--- src/rtl/fifo_cmd_pkg.sv ---
// Shared definitions for the inter-core fifo and its command stage:
// widths, opcode and state encodings, command-vector builder.
package fifo_cmd_pkg;

  // Ceiling log2, used to size counters that must hold 0..N inclusive.
  function automatic int unsigned log2(input int unsigned v);
    int unsigned r;
    r = 0;
    while ((32'd1 << r) < v) r++;
    return r;
  endfunction

  localparam int unsigned DATA_WIDTH   = 4;
  localparam int unsigned OPCODE_WIDTH = 2;
  localparam int unsigned EXTRA_BIT    = 1;
  localparam int unsigned LINE_WIDTH   = DATA_WIDTH + OPCODE_WIDTH + EXTRA_BIT;
  localparam int unsigned NUM_ENTRIES  = 2;
  localparam int unsigned OCC_WIDTH    = log2(NUM_ENTRIES + 1);

  localparam logic [OCC_WIDTH-1:0] OCC_MAX = OCC_WIDTH'(NUM_ENTRIES);

  typedef enum logic [OPCODE_WIDTH-1:0] {
    OP_NOP   = 2'b00,
    OP_READ  = 2'b01,
    OP_WRITE = 2'b10
  } opcode_t;

  typedef enum logic [1:0] {
    IDLE,
    ISSUE,
    GAP
  } state_t;

  // {opcode, data, strobe}; data field is zero for anything but a write.
  function automatic logic [LINE_WIDTH-1:0] make_cmd(input opcode_t op,
                                                     input logic [DATA_WIDTH-1:0] d);
    return {op, (op == OP_WRITE) ? d : DATA_WIDTH'(0), op != OP_NOP};
  endfunction

endpackage

--- src/rtl/fifo_cmd_arbiter_if.sv ---
// Request/response and fifo-command signals of the command stage.
interface fifo_cmd_arbiter_if;
  import fifo_cmd_pkg::*;

  logic                  wr_req_valid;
  logic [DATA_WIDTH-1:0] wr_req_data;
  logic                  wr_req_ready;
  logic                  rd_req_valid;
  logic                  rd_req_ready;
  logic [DATA_WIDTH-1:0] rd_data;
  logic                  rd_data_valid;
  logic [DATA_WIDTH-1:0] fifo_data_in;
  logic [LINE_WIDTH-1:0] vector_out;
  logic [OCC_WIDTH-1:0]  occupancy;
  logic                  busy;

  modport master (
    output wr_req_valid, wr_req_data, rd_req_valid, fifo_data_in,
    input  wr_req_ready, rd_req_ready, rd_data, rd_data_valid,
           vector_out, occupancy, busy
  );

  modport slave (
    input  wr_req_valid, wr_req_data, rd_req_valid, fifo_data_in,
    output wr_req_ready, rd_req_ready, rd_data, rd_data_valid,
           vector_out, occupancy, busy
  );
endinterface

--- src/rtl/fifo_cmd_arbiter_rr_arbiter2.sv ---
// Two-requester round-robin arbiter; bit 0 = write, bit 1 = read.
module rr_arbiter2 (
  input  logic       clk,
  input  logic       reset,
  input  logic       en,
  input  logic [1:0] req,
  output logic [1:0] grant
);

  // Starts as "read last" so the first tie goes to the write side.
  logic last_read;

  always_comb begin
    grant = '0;
    if (en) begin
      unique case (req)
        2'b01:   grant = 2'b01;
        2'b10:   grant = 2'b10;
        2'b11:   grant = last_read ? 2'b01 : 2'b10;
        default: grant = '0;
      endcase
    end
  end

  always_ff @(posedge clk) begin
    if (reset)        last_read <= 1'b1;
    else if (|grant)  last_read <= grant[1];
  end

endmodule

--- src/rtl/fifo_cmd_arbiter.sv ---
// Command stage for the inter-core fifo: arbitrates write/read requests and
// issues one command per three cycles, tracking fifo occupancy locally.
module fifo_cmd_arbiter
  import fifo_cmd_pkg::*;
(
  input  logic              clk,
  input  logic              reset,
  fifo_cmd_arbiter_if.slave bus
);

  state_t                state, state_next;
  opcode_t               op_q;
  logic [1:0]            req, grant;
  logic                  arb_en, busy;
  logic                  write_ok, read_ok;
  logic [LINE_WIDTH-1:0] vec_q;
  logic [DATA_WIDTH-1:0] rd_data_q;
  logic                  rd_valid_q;
  logic [OCC_WIDTH-1:0]  occ;

  assign write_ok = bus.wr_req_valid && (occ < OCC_MAX);
  assign read_ok  = bus.rd_req_valid && (occ != '0);
  assign req      = {read_ok, write_ok};

  rr_arbiter2 u_arb (
    .clk   (clk),
    .reset (reset),
    .en    (arb_en),
    .req   (req),
    .grant (grant)
  );

  always_ff @(posedge clk) begin
    if (reset) state <= IDLE;
    else       state <= state_next;
  end

  always_comb begin
    state_next = state;
    unique case (state)
      IDLE:    if (|grant) state_next = ISSUE;
      ISSUE:   state_next = GAP;
      GAP:     state_next = IDLE;
      default: state_next = IDLE;
    endcase
  end

  always_comb begin
    arb_en = (state == IDLE);
    busy   = (state != IDLE);
  end

  // The command is built at acceptance so the payload is frozen there;
  // the fifo acts on it at the edge ending ISSUE, when occupancy and read data update.
  always_ff @(posedge clk) begin
    if (reset) begin
      vec_q      <= '0;
      rd_data_q  <= '0;
      rd_valid_q <= 1'b0;
      occ        <= '0;
      op_q       <= OP_NOP;
    end else begin
      rd_valid_q <= 1'b0;
      unique case (state)
        IDLE: begin
          if (grant[0]) begin
            op_q  <= OP_WRITE;
            vec_q <= make_cmd(OP_WRITE, bus.wr_req_data);
          end else if (grant[1]) begin
            op_q  <= OP_READ;
            vec_q <= make_cmd(OP_READ, bus.wr_req_data);
          end
        end
        ISSUE: begin
          vec_q <= make_cmd(OP_NOP, '0);
          if (op_q == OP_WRITE) begin
            if (occ != OCC_MAX) occ <= occ + OCC_WIDTH'(1);
          end else if (op_q == OP_READ) begin
            if (occ != '0) occ <= occ - OCC_WIDTH'(1);
            rd_data_q  <= bus.fifo_data_in;
            rd_valid_q <= 1'b1;
          end
        end
        default: ;
      endcase
    end
  end

  assign bus.wr_req_ready  = grant[0];
  assign bus.rd_req_ready  = grant[1];
  assign bus.vector_out    = vec_q;
  assign bus.rd_data       = rd_data_q;
  assign bus.rd_data_valid = rd_valid_q;
  assign bus.occupancy     = occ;
  assign bus.busy          = busy;

endmodule
--- src/flat_wrapper.sv ---
// flat-port wrapper written by rule: the top's interface ports become plain ports
module fifo_cmd_arbiter_flat import fifo_cmd_pkg::*;
  (clk, reset, bus_wr_req_valid, bus_wr_req_data, bus_rd_req_valid, bus_fifo_data_in, bus_wr_req_ready, bus_rd_req_ready, bus_rd_data, bus_rd_data_valid, bus_vector_out, bus_occupancy, bus_busy);
  fifo_cmd_arbiter_if bus_i ();
  input  logic clk;
  input  logic reset;
  input wire logic [$bits(bus_i.wr_req_valid)-1:0] bus_wr_req_valid;
  input wire logic [$bits(bus_i.wr_req_data)-1:0] bus_wr_req_data;
  input wire logic [$bits(bus_i.rd_req_valid)-1:0] bus_rd_req_valid;
  input wire logic [$bits(bus_i.fifo_data_in)-1:0] bus_fifo_data_in;
  output wire logic [$bits(bus_i.wr_req_ready)-1:0] bus_wr_req_ready;
  output wire logic [$bits(bus_i.rd_req_ready)-1:0] bus_rd_req_ready;
  output wire logic [$bits(bus_i.rd_data)-1:0] bus_rd_data;
  output wire logic [$bits(bus_i.rd_data_valid)-1:0] bus_rd_data_valid;
  output wire logic [$bits(bus_i.vector_out)-1:0] bus_vector_out;
  output wire logic [$bits(bus_i.occupancy)-1:0] bus_occupancy;
  output wire logic [$bits(bus_i.busy)-1:0] bus_busy;
  assign bus_i.wr_req_valid = bus_wr_req_valid;
  assign bus_i.wr_req_data = bus_wr_req_data;
  assign bus_i.rd_req_valid = bus_rd_req_valid;
  assign bus_i.fifo_data_in = bus_fifo_data_in;
  assign bus_wr_req_ready = bus_i.wr_req_ready;
  assign bus_rd_req_ready = bus_i.rd_req_ready;
  assign bus_rd_data = bus_i.rd_data;
  assign bus_rd_data_valid = bus_i.rd_data_valid;
  assign bus_vector_out = bus_i.vector_out;
  assign bus_occupancy = bus_i.occupancy;
  assign bus_busy = bus_i.busy;
  fifo_cmd_arbiter u_core (.clk(clk), .reset(reset), .bus(bus_i));
endmodule
--- config.mk ---
export PLATFORM = sky130hd
export DESIGN_NAME = fifo_cmd_arbiter_flat
export DESIGN_NICKNAME = d
export VERILOG_FILES = /design/src/rtl/fifo_cmd_pkg.sv /design/src/rtl/fifo_cmd_arbiter_if.sv /design/src/rtl/fifo_cmd_arbiter_rr_arbiter2.sv /design/src/rtl/fifo_cmd_arbiter.sv /design/src/flat_wrapper.sv
export SDC_FILE = /design/constraint.sdc
export NUM_CORES = 1
export LEC_CHECK = 0
export BUFFER_PORTS_ARGS = -buffer_cell sky130_fd_sc_hd__clkbuf_2
export CELL_PAD_IN_SITES_DETAIL_PLACEMENT = 0
export CELL_PAD_IN_SITES_GLOBAL_PLACEMENT = 2
export CORE_UTILIZATION = 28
export DETAILED_ROUTE_END_ITERATION = 8
export PLACE_DENSITY_LB_ADDON = 0.15
export SYNTH_ARGS = -nofsm -noshare
export SYNTH_HDL_FRONTEND = slang
export SYNTH_HIERARCHICAL = 1
export SYNTH_SLANG_ARGS = --single-unit
export TNS_END_PERCENT = 30
--- constraint.sdc ---
create_clock -name clk -period 3.3 [get_ports clk]
set_input_delay 0.495 -clock clk [delete_from_list [all_inputs] [get_ports clk]]
set_output_delay 0.495 -clock clk [all_outputs]
set_load 0.005 [all_outputs]
==> results by group <==
Synth
  • Sequential fraction of the synthesis area: 47.87%
  • Count of cell types in the netlist: 26
  • Synthesized instance count: 90
  • Number of enable-type register cells in the synthesized netlist: 0
  • Mapped Avg Cell Area: 8.828 um^2
  • Syn nets: roughly 110
  • Cell types with the largest area share after synthesis: sky130_fd_sc_hd__dfxtp_1, sky130_fd_sc_hd__a21oi_1, sky130_fd_sc_hd__mux2i_1
  • Netlist area before placement: 794.5 um^2
  • Area fraction of the dominant cell type after synthesis: about 48%
  • Fraction of registers with async set/reset: 0%
  • Total of flip-flops plus latches after synthesis: 19
  • Dominant cell type by area after synthesis: sky130_fd_sc_hd__dfxtp_1
  • Most used flip-flop cell after synthesis: sky130_fd_sc_hd__dfxtp_1
  • Warnings from Yosys: 6

Clocking
  • Clock root buffer master: sky130_fd_sc_hd__clkbuf_4
  • TritonCTS sink count: 19
  • Number of hold buffers added after cts: 0
  • Clock tree from TritonCTS: done
  • CTS Buf Count: 3
  • Depth of the CTS H-tree: 1
  • Clock-pin slew on the worst setup and hold paths: 0.11 ns
  • Maximum clock path buffer count: 2
  • Post CTS Setup Buffer Count: 0
  • Source-to-sink clock delay at the later pin of the worst-skew pair: around 0.30 ns
  • Post-cts resize count: 0

Critical path
  • Worst reg2reg path depth: 6
  • Crit Path Max Fanout: 13
  • Slowest stage delay, CP: 0.44 ns
  • Worst reg-to-reg setup slack: around 1.2 ns
  • Crit start category: flop
  • Worst Path Arrival: 1.79 ns
  • CP endpoint: bus_rd_req_ready
  • Crit path cell chain: nor2_1 > nand2_1 > a21oi_1 > clkbuf_2
  • Kind of capture point of the worst setup path: output pin
  • Critical register-to-register path endpoint: u_core/bus.vector_out[4]
  • Endpoint required time on the critical path: 2.80 ns
  • Path type of the worst setup path: flop to output pin
  • Worst R2R Start: u_core/state[1]
  • Origin of the worst setup path: u_core/state[1]
  • Highest-delay cell along the critical path: sky130_fd_sc_hd__dfxtp_1

Global routing
  • Via count of the first global-routing pass: 638
  • Overall global routing resource usage: 12.30%
  • Largest net degree at the start of global routing: 21
  • First-pass GRT wire length: 2.918 mm
  • Antenna violations before repair: 0
  • Total global routing overflow: 0

Cells and area
  • P&R area growth vs syn: 24.25%
  • Cell area after layout: 987.2 um^2
  • Final core utilization: 38.45%
  • Antenna diodes: 0
  • Fin nets: 135
  • Proportion of layout cells with a drive suffix above 1: 26.05%
  • Count of non-filler cells in the finished layout: 149
  • Leading cell type in the layout, fill and taps excluded: sky130_fd_sc_hd__clkbuf_2
  • Leading cell types in the layout, fill and taps excluded: sky130_fd_sc_hd__clkbuf_2, sky130_fd_sc_hd__dfxtp_1, sky130_fd_sc_hd__a21oi_1

Outcome
  • Outcome: finished, final reports clean

Placed design
  • Pre-CTS worst setup slack: 1.168 ns
  • I/O Buffers: 28
  • Placement Cell Area: 960.9 um^2
  • Instance count after placement with tap cells included: 145
  • Sum of net half-perimeters after detailed placement: 1.187 mm
  • Placer's final routability congestion estimate: 0.6825

STA
  • Maximum clock frequency: 437.2 MHz
  • Normalized max-slew margin: 63.17%
  • Post-route setup TNS: 0 ns
  • Final setup fails: 0
  • Slew Limit Fails: 0
  • Measured slew at the worst slew-check pin: 0.5513 ns
  • Unrepaired setup endpoints after global routing: false
  • Total count of hold-check failures in the final report: 0
  • Hold slack final: 0.3988 ns
  • Part of the cycle the worst path needs: 69.32%
  • Final Skew: 0.01056 ns
  • Minimum clock period after layout: 2.287 ns
  • Post-layout worst setup margin: 1.013 ns

Drt
  • Routed length on met2: between 700 and 800 um
  • Number of DRC violations after detailed routing: 0
  • TritonRoute pass-1 iters: 3
  • Detailed router's first-iteration violation count: 11
  • Via/cell ratio: 4.738
  • Aggregate routed wire length: about 1.7 mm
  • Highest layer used for signal routing: met4
  • Met3 routed wirelength: 74 um
  • Routed metal-1 wirelength: 802 um
  • Routed length per placed instance: 11.26 um
  • Antenna Violating Nets Remaining: 0
  • Total via count after detailed routing: between 700 and 800

Die
  • Width of the die: 55.27 um
  • Number of rows created at floorplan: 18
  • Number of placed I/O pins: 29
  • Initial Util: 30.95%
  • Die area: around 3100 um^2
  • Core area: 2567 um^2
  • Die height: 55.27 um

Power
  • Leakage: 0.4680 nW
  • Part of the power in the clock network: between 20% and 30%
  • Final Power: 0.4269 mW
  • Sw Ratio: between 20% and 30%
  • Portion of total power attributed to combinational logic: 13.8%
  • Internal power component: 0.3145 mW
  • Psw: 0.1124 mW
  • IR drop worst, VDD: 0.2185 mV
  • Pwr dens: 432.4 nW/um^2
  • Part of the power in registers: between 50 and 60%

Run
  • Number of maximum-capacitance violations: 0

Hold path
  • Type of the most critical hold path: input pin to flop
-- per-layer routing --
layer	GRT usage, %	vias up
met5	0	-
met4	8.571	0
met3	2.810	4
met2	18.07	17
met1	15.84	318
li1	-	367
-- final cells by class --
class                   count  area, um^2
fillers                   288        1580
inverters                   4       15.01
multi-input cells          64       387.9
flip-flops and latches     19       380.4
clock buffers               4       26.28
well taps                  30       37.54
repair buffers             28       140.1
-- sequential cells by signal, summed over array words and instances, names as in the netlist --
register / flops
u_core/bus.occupancy: 2
u_core/bus.vector_out: 7
u_core/op_q: 2
u_core/state: 2
u_core/bus.rd_data_valid: 1
u_core/u_arb/last_read: 1
u_core/bus.rd_data: 4
-- worst max-delay path: cells and delay by family, from the launching register on --
family	cells	cell delay (ns)
compound gates	1	0.39
buf+inv	1	0.20
flops	1	0.44
simple gates	2	0.46
-- kinds of logic (layout without fill, tap and decap cells) --
group	Yosys count	count (layout)	synth area share, %
simple gates	33	33	21.10
compound gates	23	23	16.85
mux	4	4	5.040
flops	19	19	47.87
buf+inv	7	36	3.306
xor+xnor	1	1	1.103
fa+ha+maj	3	3	4.725
-- power by group through the flow --
stage	combinational (mW)	sequential, mW	clock (mW)
floorplan	0.0374	0.253	0
global placement	0.0604	0.255	0
detailed placement	0.0600	0.255	0
CTS	0.0604	0.250	0.126
global route	0.0685	0.251	0.139
finish	0.0588	0.249	0.119
-- synth_stat cells (2+ instances only) --
cell type / n
sky130_fd_sc_hd__dfxtp_1: 19
sky130_fd_sc_hd__nor2_1: 9
sky130_fd_sc_hd__o21ai_0: 5
sky130_fd_sc_hd__a21oi_1: 11
sky130_fd_sc_hd__inv_1: 4
sky130_fd_sc_hd__or3_1: 2
sky130_fd_sc_hd__mux2i_1: 4
sky130_fd_sc_hd__nor2b_1: 4
sky130_fd_sc_hd__ha_1: 3
sky130_fd_sc_hd__clkbuf_1: 3
sky130_fd_sc_hd__nor3_1: 3
sky130_fd_sc_hd__nand2_1: 9
-- how the worst min path moves through the flow --
stage / from / endpoint / slack (ns) / depth (start not counted)
after floorplan: u_core/bus.vector_out[1] / u_core/bus.vector_out[1] / 0.47 / 2
after global placement: u_core/bus.vector_out[1] / u_core/bus.vector_out[1] / 0.47 / 2
after detailed placement: u_core/bus.vector_out[2] / u_core/bus.vector_out[2] / 0.47 / 2
after CTS: bus_wr_req_data[0] / u_core/bus.vector_out[1] / 0.40 / 3
after global routing: bus_wr_req_data[3] / u_core/bus.vector_out[4] / 0.40 / 3
final: bus_wr_req_data[0] / u_core/bus.vector_out[1] / 0.40 / 3
Power figures use the tool's default switching activity.
